==> src/rtl/app_add_err_monitor_pkg.sv <==
// Shared definitions for the approximate-adder error monitor: FSM state
// encoding, report statistics bundle and counter width.
package app_add_err_monitor_pkg;

    localparam int APP_ERR_CNT_W = 16;

    typedef enum logic [1:0] {
        IDLE   = 2'd0,
        ACCUM  = 2'd1,
        REPORT = 2'd2
    } app_err_state_t;

    // ed_sum is sized for the widest supported accumulator (SUM_W <= 64).
    typedef struct packed {
        logic [APP_ERR_CNT_W-1:0] err_cnt;
        logic [63:0]              ed_sum;
        logic [31:0]              ed_max;
        logic                     sat;
    } err_stats_t;

endpackage

==> src/rtl/app_add_err_monitor_abs_diff.sv <==
// Unsigned 32-bit absolute difference: larger operand minus smaller, never wraps.
module abs_diff32 (
    input  logic [31:0] a,
    input  logic [31:0] b,
    output logic [31:0] d
);

    assign d = (a >= b) ? (a - b) : (b - a);

endmodule

==> src/rtl/app_add_err_monitor.sv <==
// Error-distance monitor for an approximate adder: accumulates WINDOW sample
// pairs, then presents a held report. Define APP_ERR_MAX_EN to build ed_max tracking.
module app_add_err_monitor
    import app_add_err_monitor_pkg::*;
#(
    parameter int WINDOW = 256,
    parameter int SUM_W  = 48
) (
    input  logic                     clk,
    input  logic                     reset,
    input  logic                     start,
    input  logic                     in_valid,
    output logic                     in_ready,
    input  logic [31:0]              ori_sum,
    input  logic [31:0]              app_sum,
    output logic                     rpt_valid,
    input  logic                     rpt_ready,
    output logic [APP_ERR_CNT_W-1:0] rpt_err_cnt,
    output logic [SUM_W-1:0]         rpt_ed_sum,
    output logic [31:0]              rpt_ed_max,
    output logic                     rpt_sat,
    output logic                     busy,
    output logic [1:0]               dbg_state
);

    // Handshakes: a sample moves when in_valid && in_ready; a report moves when
    // rpt_valid && rpt_ready. Producers hold data stable while waiting.
    localparam logic [15:0] WINDOW_M1 = 16'(WINDOW - 1);

    app_err_state_t          r_state;
    app_err_state_t          w_next_state;
    logic                    w_clear;
    logic                    w_accept;
    logic [31:0]             w_ed;
    logic [15:0]             r_cnt;
    logic [APP_ERR_CNT_W-1:0] r_err_cnt;
    logic [SUM_W-1:0]        r_ed_sum;
    logic                    r_sat;
    logic [SUM_W:0]          w_sum_ext;

    abs_diff32 u_abs_diff (
        .a (ori_sum),
        .b (app_sum),
        .d (w_ed)
    );

    always_ff @(posedge clk or negedge reset) begin
        if (!reset) begin
            r_state <= IDLE;
        end else begin
            r_state <= w_next_state;
        end
    end

    always_comb begin
        w_next_state = r_state;
        w_clear      = 1'b0;
        in_ready     = 1'b0;
        rpt_valid    = 1'b0;
        case (r_state)
            IDLE: begin
                if (start) begin
                    w_clear      = 1'b1;
                    w_next_state = ACCUM;
                end
            end
            ACCUM: begin
                in_ready = 1'b1;
                if (in_valid && (r_cnt == WINDOW_M1)) begin
                    w_next_state = REPORT;
                end
            end
            REPORT: begin
                rpt_valid = 1'b1;
                if (rpt_ready) begin
                    w_next_state = IDLE;
                end
            end
            default: w_next_state = IDLE;
        endcase
    end

    assign w_accept  = in_valid & in_ready;
    // One spare bit catches accumulator overflow; requires SUM_W >= 32.
    assign w_sum_ext = {1'b0, r_ed_sum} + {{(SUM_W + 1 - 32){1'b0}}, w_ed};

    always_ff @(posedge clk or negedge reset) begin
        if (!reset) begin
            r_cnt     <= '0;
            r_err_cnt <= '0;
            r_ed_sum  <= '0;
            r_sat     <= 1'b0;
        end else if (w_clear) begin
            r_cnt     <= '0;
            r_err_cnt <= '0;
            r_ed_sum  <= '0;
            r_sat     <= 1'b0;
        end else if (w_accept) begin
            r_cnt     <= r_cnt + 16'd1;
            r_err_cnt <= r_err_cnt + APP_ERR_CNT_W'(w_ed != 32'd0);
            r_ed_sum  <= w_sum_ext[SUM_W] ? {SUM_W{1'b1}} : w_sum_ext[SUM_W-1:0];
            r_sat     <= r_sat | w_sum_ext[SUM_W];
        end
    end

`ifdef APP_ERR_MAX_EN
    logic [31:0] r_ed_max;

    always_ff @(posedge clk or negedge reset) begin
        if (!reset) begin
            r_ed_max <= '0;
        end else if (w_clear) begin
            r_ed_max <= '0;
        end else if (w_accept && (w_ed > r_ed_max)) begin
            r_ed_max <= w_ed;
        end
    end

    assign rpt_ed_max = r_ed_max;
`else
    assign rpt_ed_max = 32'd0;
`endif

    assign rpt_err_cnt = r_err_cnt;
    assign rpt_ed_sum  = r_ed_sum;
    assign rpt_sat     = r_sat;
    assign busy        = (r_state != IDLE);
    assign dbg_state   = r_state;

endmodule

==> config.mk <==
export PLATFORM = sky130hd
export DESIGN_NAME = app_add_err_monitor
export DESIGN_NICKNAME = d
export VERILOG_FILES = /design/src/rtl/app_add_err_monitor_pkg.sv /design/src/rtl/app_add_err_monitor_abs_diff.sv /design/src/rtl/app_add_err_monitor.sv
export SDC_FILE = /design/constraint.sdc
export NUM_CORES = 1
export LEC_CHECK = 0
export CAP_MARGIN = 0
export CORE_ASPECT_RATIO = 2
export CORE_MARGIN = 2
export CORE_UTILIZATION = 40
export CTS_BUF_LIST = sky130_fd_sc_hd__clkbuf_4
export DETAILED_ROUTE_END_ITERATION = 10
export PLACE_DENSITY = 0.6
export SLEW_MARGIN = 20
export SYNTH_ARGS = -nofsm -noshare
export SYNTH_HDL_FRONTEND = slang
export SYNTH_SLANG_ARGS = --single-unit
export TNS_END_PERCENT = 20
==> constraint.sdc <==
create_clock -name clk -period 4 [get_ports clk]
set_input_delay 0.8 -clock clk [delete_from_list [all_inputs] [get_ports clk]]
set_output_delay 0.8 -clock clk [all_outputs]
set_load 0.01 [all_outputs]
==> results of run 1 <==
cell type report:
class / instances / area [sq um] / share of cell area [%]
Clock buffer: 11 / 82.6 / 0.509
Inverter: 100 / 395 / 2.44
Clock inverter: 4 / 42.5 / 0.262
Timing Repair Buffer: 584 / 4840 / 29.8
Multi-Input combinational cell: 1040 / 8420 / 51.9
Sequential cell: 83 / 2080 / 12.8
Tap cell: 290 / 363 / 2.24
Antenna cell: 1 / 2.50 / 0.0154
stage by stage:
step / TNS (ns) / hold WS (ns) / worst slack [ns]
floorplan: -59.04 / 0.496 / -1.14
global placement: -121.77 / 0.504 / -2.12
detailed placement: -125.89 / 0.513 / -2.26
CTS: -60.38 / 0.475 / -1.19
global route: -76.73 / 0.177 / -1.32
finish: -65.65 / 0.175 / -1.19
cell families after synthesis:
kind of cell | count (synthesis)
adders and majority gates | 102
AOI/OAI and AO/OA | 401
DFF | 83
and+or+nand+nor | 423
buffers and inverters | 196
xor gates and xnor gates | 69
muxes | 13
other | 1
final timing paths:
check                           depth (start not counted)  slack, ns        endpoint          start
worst max register to register                         13       0.67  rpt_ed_sum[43]  rpt_ed_sum[4]
worst max-delay path                                   25      -1.19  rpt_ed_sum[43]    ori_sum[15]
max in group asynchronous                               3       3.07  rpt_ed_sum[18]          reset
min in group clk                                        2       0.54         rpt_sat        rpt_sat
worst min-delay path                                    1       0.18        r_cnt[3]          reset
worst min register to register                          2       0.54         rpt_sat        rpt_sat
state kept, by name, summed over array words and instances (netlist names):
name         flops
rpt_err_cnt     16
dbg_state        2
r_cnt           16
rpt_ed_sum      48
rpt_sat          1
cell usage in the layout (no fill, tap or decap), types with 11 or more instances in the layout:
cell             instances
buf_4                  409
nand2_1                109
dfrtp_1                 83
a21oi_1                 80
nor2_1                  80
clkdlybuf4s50_1         73
inv_1                   64
a21o_1                  52
o21ai_0                 50
ha_4                    49
ha_1                    43
xor2_1                  38
nand4_1                 34
inv_2                   32
conb_1                  32
a22oi_1                 28
buf_6                   28
dlygate4sd2_1           26
nor3_1                  25
xnor2_1                 23
o211ai_1                22
nand3_1                 22
o21ai_1                 18
clkbuf_2                17
and3_1                  15
nor2b_1                 13
nand2b_1                13
buf_2                   13
o21bai_1                12
or3_1                   12
o21ai_2                 11
nand2_2                 11
a21oi_2                 11
nand3_2                 11
clkbuf_4                11
worst max-delay path: cells and delay by family:
family,cells,cell delay (ns)
AND/OR/NAND/NOR,3,0.55
buffers and inverters,7,1.09
adder cells (fa/ha/maj),2,0.51
AO/OA/AOI/OAI,13,2.62
repair_timing:
| action | 4_1_cts | 5_1_grt |
|---|---|---|
| setup buffers | 56 | 23 |
| pin swaps | 91 | 84 |
| cloned | 4 | 1 |
| endpoints found under the setup margin | 65 | 65 |
| resized for setup | 289 | 156 |
metal layers:
layer	GRT usage (%)	vias to the layer above
li1	-	5618
met1	27.8	5711
met2	58.4	360
met3	2.36	145
met4	19.4	0
met5	0	-
report_power, final:
part           leakage [nW]  internal, mW  switching [mW]  total [mW]
Sequential             1.09          1.06           0.310        1.37
Clock                0.0718         0.196           0.307       0.503
Combinational          6.69          3.20            2.76        5.96
==> impl_metrics.py, run 1 <==
metrics = {
    "outcome": {
        "status": "complete, but fails checks",
        "violations": "setup timing",
    },
    "synthesis": {
        "synth_cell_types": 77,
        "synth_area_leader_cell": "dfrtp_1",
        "synth_top_family_by_area": "compound AO/OA/AOI/OAI gates",
        "netlist_area_sq_um": 9840,
        "synth_warnings": 0,
        "yosys.cell_count.top_type": "nand2_1",
        "async_flop_share_pct": 100,
        "synth-seq-area-share_pct": 21.1,
        "syn_area_per_cell_sq_um": 7.64,
        "synth_compound_area_share_pct": 27.2,
        "synthAdderAreaFrac_pct": 13.2,
        "synth_area_leaders": "dfrtp_1, ha_1, a21oi_1",
        "synthTopCellsByCount": "nand2_1, inv_1, ha_1, a21oi_1, nor2_1",
        "ys.flop_type": "dfrtp_1",
        "synth.mux.area_fraction_pct": 1.35,
        "ys_ff_latch": 83,
        "synth-edff-count": 0,
        "yosys.area_share.simple_pct": 21.5,
        "synth_top_area_share_pct": 21.1,
        "synthCells": 1288,
        "synth_xor_area_share_pct": 6.14,
    },
    "sta": {
        "rsz0062_at_grt": "true",
        "fin_crit_ns": 5.19,
        "hold_viol": 0,
        "setup_viol": 65,
        "relSlewSlack_pct": 47.7,
        "finalCritPeriodShare_pct": 130,
        "fmax_ghz": 0.193,
        "fin_skew_ns": 0.0226,
        "worst_slack_ns": -1.19,
        "slew_violations": 0,
        "tightest_slew_ns": 0.783,
    },
    "setup_path": {
        "critPathMaxFanout": 5,
        "criticalPathCategory": "in -> reg",
        "cp_slowest_stage_delay_ns": 0.41,
        "cp-start-kind": "input pin",
        "cpMostUsedCell": "buf_4",
        "critPathRequiredTime_ns": 4.40,
        "worst_ep_arrival_time_ns": 5.59,
        "cp_slowest_cell": "a2111o_1",
        "end_kind": "register",
    },
    "route": {
        "drc": 0,
        "drt_iter0_drc": 638,
        "ant_nets": 0,
        "met1_length_mm": 13.1,
        "wl_met2_mm": 21.9,
        "first_pass_iters": 6,
        "avgRoutedWirePerCell_um": 18.3,
        "met3_wirelength_mm": 1.13,
        "drt-total-wl_mm": 38.6,
        "post_drt_via_cell_ratio": 5.60,
        "routed.top_layer": "met4",
        "vias": 11800,
    },
    "final_layout": {
        "finalNonFillerCells": 2113,
        "num-nets-final": 1989,
        "drive_gt1_share_pct": 40.7,
        "final_util_pct": 66.7,
        "design_area_sq_um": 16200,
        "fillers": 2037,
        "syn_to_final_growth_pct": 64.8,
    },
    "global_routing": {
        "grt_pass1_wl_mm": 60.3,
        "grt_max_degree": 77,
        "antenna_found_initial": 1,
        "grt-ovfl-total": 0,
        "first_global_vias": 12200,
        "grt_usage_pct": 29.5,
    },
    "run": {
        "drv_cap": 0,
    },
    "power_and_ir_drop": {
        "ir_drop_mv": 0.227,
        "total_power_mw": 7.83,
        "powerDensity_nw_per_um2": 483,
        "leakage_nw": 7.85,
    },
    "clocking": {
        "cts_root_buf": "clkbuf_4",
        "cts_buffer_depth": 2,
        "cts_tree": "done",
        "cts_hold_buf": 0,
        "cts_num_sinks": 83,
        "cts_buffers": 9,
        "h-tree-depth": 3,
        "clk_pin_slew_ns": 0.13,
        "clock_latency_ns": 0.50,
    },
    "die": {
        "dieWidth_um": 115,
        "initial_core_util_pct": 40.5,
        "ios": 171,
        "dieArea_sq_um": 26000,
        "std_cell_rows": 81,
        "core_area_sq_um": 24300,
        "die_height_um": 226,
    },
    "hold_path": {
        "hold_path.class": "in -> async",
    },
    "placed_design": {
        "dp.cells": 2013,
        "placed_cell_area_sq_um": 14200,
        "io_buffers": 138,
        "hpwl_mm": 29.6,
        "gp_congestion": 0.948,
    },
}
Power figures use the tool's default switching activity.
==> run 2: changes to the inputs <==
--- a/config.mk
+++ b/config.mk
@@ -11,7 +11,7 @@
 export CORE_UTILIZATION = 40
 export CTS_BUF_LIST = sky130_fd_sc_hd__clkbuf_4
 export DETAILED_ROUTE_END_ITERATION = 10
-export PLACE_DENSITY = 0.6
+export PLACE_DENSITY = 0.63
 export SLEW_MARGIN = 20
 export SYNTH_ARGS = -nofsm -noshare
 export SYNTH_HDL_FRONTEND = slang
==> constraint.sdc (replaced) <==
create_clock -name clk -period 4.75 [get_ports clk]
set_input_delay 0.95 -clock clk [delete_from_list [all_inputs] [get_ports clk]]
set_output_delay 0.95 -clock clk [all_outputs]
set_load 0.01 [all_outputs]
==> run 2 against run 1 <==
Largest cell class unchanged. Utilization shrank 1.2 points. Power shrank 16%. Sequential power shrank 16%. Register-to-register slack gained 0.70 ns. Clock skew grew 0.0055 ns. Via count shrank 0.57%. First-iteration DRC count shrank 6.0%. Worst hold slack gained 0.28 ns. Clock-buffer cell count shrank 2. The run still ends with setup timing left. Critical endpoint is now rpt_ed_sum[33]. Critical path type unchanged. Design area shrank 1.8%.
==> impl_metrics.py, run 2 (synthesis gave the netlist of run 1 again) <==
metrics = {
    "final_layout": {
        "final_cell_mix": "buf_4, nand2_1, dfrtp_1",
        "drive_gt1_share_pct": 39.1,
        "largest_reg_flops": 48,
        "multiInputGateArea_sq_um": 8210,
        "num-nets-final": 1968,
        "syn_to_final_growth_pct": 61.9,
        "fillers": 2089,
        "final_common_cell": "buf_4",
        "finalNonFillerCells": 2093,
        "seqCellArea_sq_um": 2080,
    },
    "clocking": {
        "cts_buffer_depth": 2,
        "clock_latency_ns": 0.50,
        "cts_tree": "done",
        "clk_pin_slew_ns": 0.16,
        "cts_num_sinks": 83,
        "cts_root_buf": "clkbuf_4",
        "h-tree-depth": 3,
        "cts_buffers": 9,
        "cts_hold_buf": 0,
    },
    "setup_path": {
        "crit_start": "ori_sum[0]",
        "criticalPathCategory": "in -> reg",
        "r2r_setup_slack_ns": 1.37,
        "crit_path_end": "rpt_ed_sum[33]",
        "critPathMaxFanout": 5,
        "reg2reg_to": "rpt_ed_sum[32]",
        "end_kind": "register",
        "r2r_start": "rpt_ed_sum[0]",
        "cpMostUsedCell": "buf_4",
        "cp-start-kind": "input pin",
        "r2r_cells": 15,
        "worst_ep_arrival_time_ns": 5.65,
        "critPathRequiredTime_ns": 5.18,
        "cp_slowest_cell": "ha_2",
        "cp_slowest_stage_delay_ns": 0.37,
    },
    "sta": {
        "tightest_slew_ns": 0.778,
        "hold_viol": 0,
        "fmax_ghz": 0.192,
        "slew_violations": 0,
        "fin_skew_ns": 0.0280,
        "timing.hold.ws_ns": 0.459,
        "setup_viol": 64,
        "worst_slack_ns": -0.470,
        "rsz0062_at_grt": "true",
        "setup_tns_ns": -21.01,
        "fin_crit_ns": 5.22,
        "finalCritPeriodShare_pct": 110,
        "relSlewSlack_pct": 48.0,
    },
    "die": {
        "dieWidth_um": 115,
        "core_area_sq_um": 24300,
        "dieArea_sq_um": 26000,
        "std_cell_rows": 81,
        "initial_core_util_pct": 40.5,
        "die_height_um": 226,
        "ios": 171,
    },
    "power_and_ir_drop": {
        "powerDensity_nw_per_um2": 411,
        "combPwrFrac_pct": 75.6,
        "p_sw_mw": 2.92,
        "netSwitchingFraction_pct": 44.5,
        "ir_drop_mv": 0.231,
        "p_int_mw": 3.64,
        "clkPwrFrac_pct": 6.9,
        "p_seq_share_pct": 17.5,
        "leakage_nw": 7.72,
    },
    "global_routing": {
        "grt-ovfl-total": 0,
        "first_global_vias": 12100,
        "antenna_found_initial": 1,
        "grt_max_degree": 53,
        "grt_usage_pct": 28.8,
        "grt_pass1_wl_mm": 59.2,
    },
    "route": {
        "ant_nets": 0,
        "drc": 0,
        "drt_iter0_drc": 600,
        "vias": 11800,
        "post_drt_via_cell_ratio": 5.62,
        "avgRoutedWirePerCell_um": 18.1,
        "drt-total-wl_mm": 37.9,
        "first_pass_iters": 5,
    },
    "outcome": {
        "violations": "setup timing",
        "status": "complete, but fails checks",
    },
    "hold_path": {
        "hold_path.class": "in -> async",
    },
    "placed_design": {
        "gp_congestion": 0.967,
        "dp.cells": 1992,
        "hpwl_mm": 29.3,
        "io_buffers": 138,
        "place_ws_ns": -1.70,
    },
    "run": {
        "drv_cap": 0,
    },
}
-- run 2: metrics by stage --
| step | util (%) | power (mW) | cell area, sq um |
|---|---|---|---|
| after detailed placement | 57.6 | 5.44 | 14000 |
| after floorplan | - | 3.39 | 10400 |
| after CTS | 63.9 | 6.30 | 15500 |
| after global placement | 57.6 | 5.38 | 14000 |
| after global routing | 65.5 | 6.97 | 15900 |
| final | 65.5 | 6.55 | 15900 |
-- run 2: area by class of cell --
| class | instances | area share (%) |
|---|---|---|
| clock inverter | 7 | 0.463 |
| inverter | 100 | 2.50 |
| sequential | 83 | 13.0 |
| timing repair buffer | 563 | 29.8 |
| clock buffer | 9 | 0.424 |
| multi-input combinational | 1040 | 51.5 |
| tap | 290 | 2.28 |
| antenna | 1 | 0.0157 |
-- run 2: what timing repair did --
action	in CTS	in global routing
resized for setup	386	72
gates cloned	5	0
pin swaps	115	52
endpoints found under the setup margin	65	65
buffers inserted	56	23
-- run 2: critical path, delay by kind of cell --
kind / cells / cell delay (ns)
AO/OA/AOI/OAI: 11 / 1.90
AND/OR/NAND/NOR: 3 / 0.23
buffers and inverters: 12 / 1.38
adder cells (fa/ha/maj): 3 / 0.85
multiplexers: 1 / 0.33
-- run 2: worst min-delay path by stage --
stage,endpoint
2_1_floorplan,r_cnt[15]
3_3_place_gp,rpt_ed_sum[45]
3_5_place_dp,r_cnt[15]
4_1_cts,rpt_ed_sum[46]
5_1_grt,rpt_ed_sum[47]
6_report,rpt_ed_sum[46]
-- run 2: layer usage --
metal	wire [um]	part of all wire, %	track usage [%]
met2	20900	55	56.0
met1	12700	34	27.4
met4	3110	8.2	20.6
met3	1250	3.3	2.12
met5	0	0	0
-- run 2: power groups by stage --
stage,clock network (mW),registers [mW],logic (mW)
2_1_floorplan,0,1.13,2.27
3_3_place_gp,0,1.15,4.23
3_5_place_dp,0,1.14,4.29
4_1_cts,0.463,1.14,4.69
5_1_grt,0.478,1.16,5.33
6_report,0.453,1.15,4.95
==> run 3: changes to the inputs <==
--- a/config.mk
+++ b/config.mk
@@ -11,7 +11,8 @@
 export CORE_UTILIZATION = 40
 export CTS_BUF_LIST = sky130_fd_sc_hd__clkbuf_4
 export DETAILED_ROUTE_END_ITERATION = 10
-export PLACE_DENSITY = 0.63
+export PLACE_DENSITY = 0.6
+export RECOVER_POWER = 25
 export SLEW_MARGIN = 20
 export SYNTH_ARGS = -nofsm -noshare
 export SYNTH_HDL_FRONTEND = slang
==> constraint.sdc (replaced) <==
create_clock -name clk -period 4.9 [get_ports clk]
set_input_delay 0.98 -clock clk [delete_from_list [all_inputs] [get_ports clk]]
set_output_delay 0.98 -clock clk [all_outputs]
set_load 0.01 [all_outputs]
==> run 3 against run 2 <==
The run ends with capacitance limit, slew limit, setup timing left. Via count rose by 0.16%. Sequential power fell by 3%. Worst hold slack improved by 0.074 ns. Sequential share of layout area fell by 0.25 points. First-iteration DRC count rose by 20%. Global-route usage rose by 0.31 points. Clock power fell by 17%.
==> impl_metrics.py, run 3 (synthesis gave the netlist of run 1 again) <==
metrics = {
    "setup_path": {
        "cp_slowest_cell": "a2111o_1",
        "reg2reg_to": "rpt_ed_sum[43]",
        "critPathRequiredTime_ns": 5.32,
        "r2r_setup_slack_ns": 1.54,
        "end_kind": "register",
        "cp_slowest_stage_delay_ns": 0.45,
        "worst_ep_arrival_time_ns": 5.81,
        "r2r_start": "rpt_ed_sum[5]",
        "r2r_cells": 13,
        "critPathMaxFanout": 5,
        "criticalPathCategory": "in -> reg",
        "cp-start-kind": "input pin",
        "cp_cell_sequence": "buf_2, inv_2, ha_4, nand4_1, nor2_2, o211ai_1, a31oi_4, or2_4, buf_6, mux2i_4, xnor2_2, ha_1, nand4_1, a2111o_1, o21ai_2, a311oi_2, o31a_1, o311ai_2, buf_4, buf_12, nand3_2, or3_1, o211ai_1",
    },
    "clocking": {
        "cts_hold_buf": 0,
        "cts_root_buf": "clkbuf_4",
        "cts_buffer_depth": 2,
        "cts_buffers": 9,
        "cts_tree": "done",
        "h-tree-depth": 3,
        "clk_pin_slew_ns": 0.15,
        "clock_latency_ns": 0.49,
        "cts_num_sinks": 83,
    },
    "sta": {
        "timing.hold.ws_ns": 0.533,
        "slew_violations": 56,
        "fmax_ghz": 0.185,
        "finalCritPeriodShare_pct": 110,
        "fin_crit_ns": 5.40,
        "rsz0062_at_grt": "true",
        "worst_slack_ns": -0.495,
        "hold_viol": 0,
        "setup_viol": 63,
        "fin_skew_ns": 0.0179,
        "relSlewSlack_pct": -104,
        "tightest_slew_ns": 3.06,
    },
    "power_and_ir_drop": {
        "powerDensity_nw_per_um2": 399,
        "leakage_nw": 7.78,
        "ir_drop_mv": 0.170,
    },
    "route": {
        "post_drt_via_cell_ratio": 5.57,
        "first_pass_iters": 8,
        "ant_nets": 0,
        "avgRoutedWirePerCell_um": 18.2,
        "drc": 0,
        "drt_iter0_drc": 722,
        "vias": 11800,
        "drt-total-wl_mm": 38.6,
    },
    "final_layout": {
        "final_cell_mix": "buf_4, nand2_1, dfrtp_1",
        "num-nets-final": 1992,
        "design_area_sq_um": 16200,
        "drive_gt1_share_pct": 41.4,
        "syn_to_final_growth_pct": 65.0,
        "largest_reg_flops": 48,
        "final_common_cell": "buf_4",
    },
    "outcome": {
        "violations": "capacitance limit, slew limit, setup timing",
        "status": "complete, but fails checks",
    },
    "placed_design": {
        "gp_congestion": 0.938,
        "io_buffers": 138,
        "hpwl_mm": 29.5,
        "placed_cell_area_sq_um": 14200,
    },
    "global_routing": {
        "first_global_vias": 12300,
        "grt_max_degree": 56,
        "grt-ovfl-total": 0,
        "grt_pass1_wl_mm": 60.1,
        "antenna_found_initial": 1,
        "grt_usage_pct": 29.1,
    },
    "hold_path": {
        "hold_path.startpoint": "rpt_sat",
        "hold_path.class": "reg -> reg",
        "hold_path_depth": 2,
        "min_to": "rpt_sat",
    },
    "die": {
        "core_area_sq_um": 24300,
        "dieWidth_um": 115,
        "dieArea_sq_um": 26000,
        "ios": 171,
        "std_cell_rows": 81,
        "die_height_um": 226,
        "initial_core_util_pct": 40.5,
    },
    "run": {
        "drv_cap": 1,
    },
}
## run 3: power breakdown
group | total (mW) | leakage (nW) | switching, mW | internal, mW
logic | 4.99 | 6.63 | 2.36 | 2.63
registers | 1.11 | 1.09 | 0.251 | 0.863
clock network | 0.377 | 0.0550 | 0.271 | 0.106
total | 6.48 | 7.78 | 2.88 | 3.60
## run 3: how the worst max path moves through the flow
stage                     start        endpoint  slack, ns  cells past startpoint
floorplan            ori_sum[0]  rpt_ed_sum[43]      -0.42                     24
global route         ori_sum[0]  rpt_ed_sum[43]      -0.54                     26
detailed placement  ori_sum[27]  rpt_ed_sum[47]      -1.60                     22
global placement    ori_sum[27]  rpt_ed_sum[47]      -1.51                     24
finish              ori_sum[29]  rpt_ed_sum[43]      -0.50                     23
CTS                  ori_sum[0]  rpt_ed_sum[43]      -0.40                     26
## run 3: repair_timing
item | CTS | global route
pin swaps | 117 | 73
buffers inserted | 74 | 15
setup endpoints to repair | 65 | 64
gates resized for setup | 355 | 122
gates cloned | 1 | 4
## run 3: cell type report
cell class / count / area (sq um)
multi-input cells: 1040 / 8460
fillers: 2057 / 8080
repair buffers: 587 / 4820
flip-flops and latches: 83 / 2080
inverters: 100 / 390
well taps: 290 / 363
clock buffers: 9 / 67.6
clock inverters: 7 / 52.6
diodes: 1 / 2.50
## run 3: metal layers
metal | vias up | GRT usage [%] | wire, um
met5 | - | 0 | 0
met3 | 151 | 2.20 | 1130
li1 | 5625 | - | -
met4 | 0 | 16.6 | 2570
met2 | 406 | 58.0 | 21500
met1 | 5603 | 28.2 | 13400
## run 3: worst max-delay path, delay by kind of cell
family	cells	cell delay, ns
adder cells (fa/ha/maj)	2	0.58
AND/OR/NAND/NOR	6	1.23
buffers and inverters	5	0.57
AO/OA/AOI/OAI	8	2.08
multiplexers	1	0.23
XOR/XNOR	1	0.11
## run 3: metrics by stage
stage                     setup TNS, ns  worst slack (ns)  util (%)  instances  total power, mW
after global routing             -21.60            -0.541      66.8       2117             6.92
final                            -14.69            -0.495      66.8       2117             6.48
after detailed placement         -83.72             -1.60      58.2       2008             5.31
after global placement           -79.86             -1.51      58.2       2008             5.25
after floorplan                  -14.62            -0.420         -       1319             3.29
after CTS                        -10.94            -0.396      64.5       2099             6.13
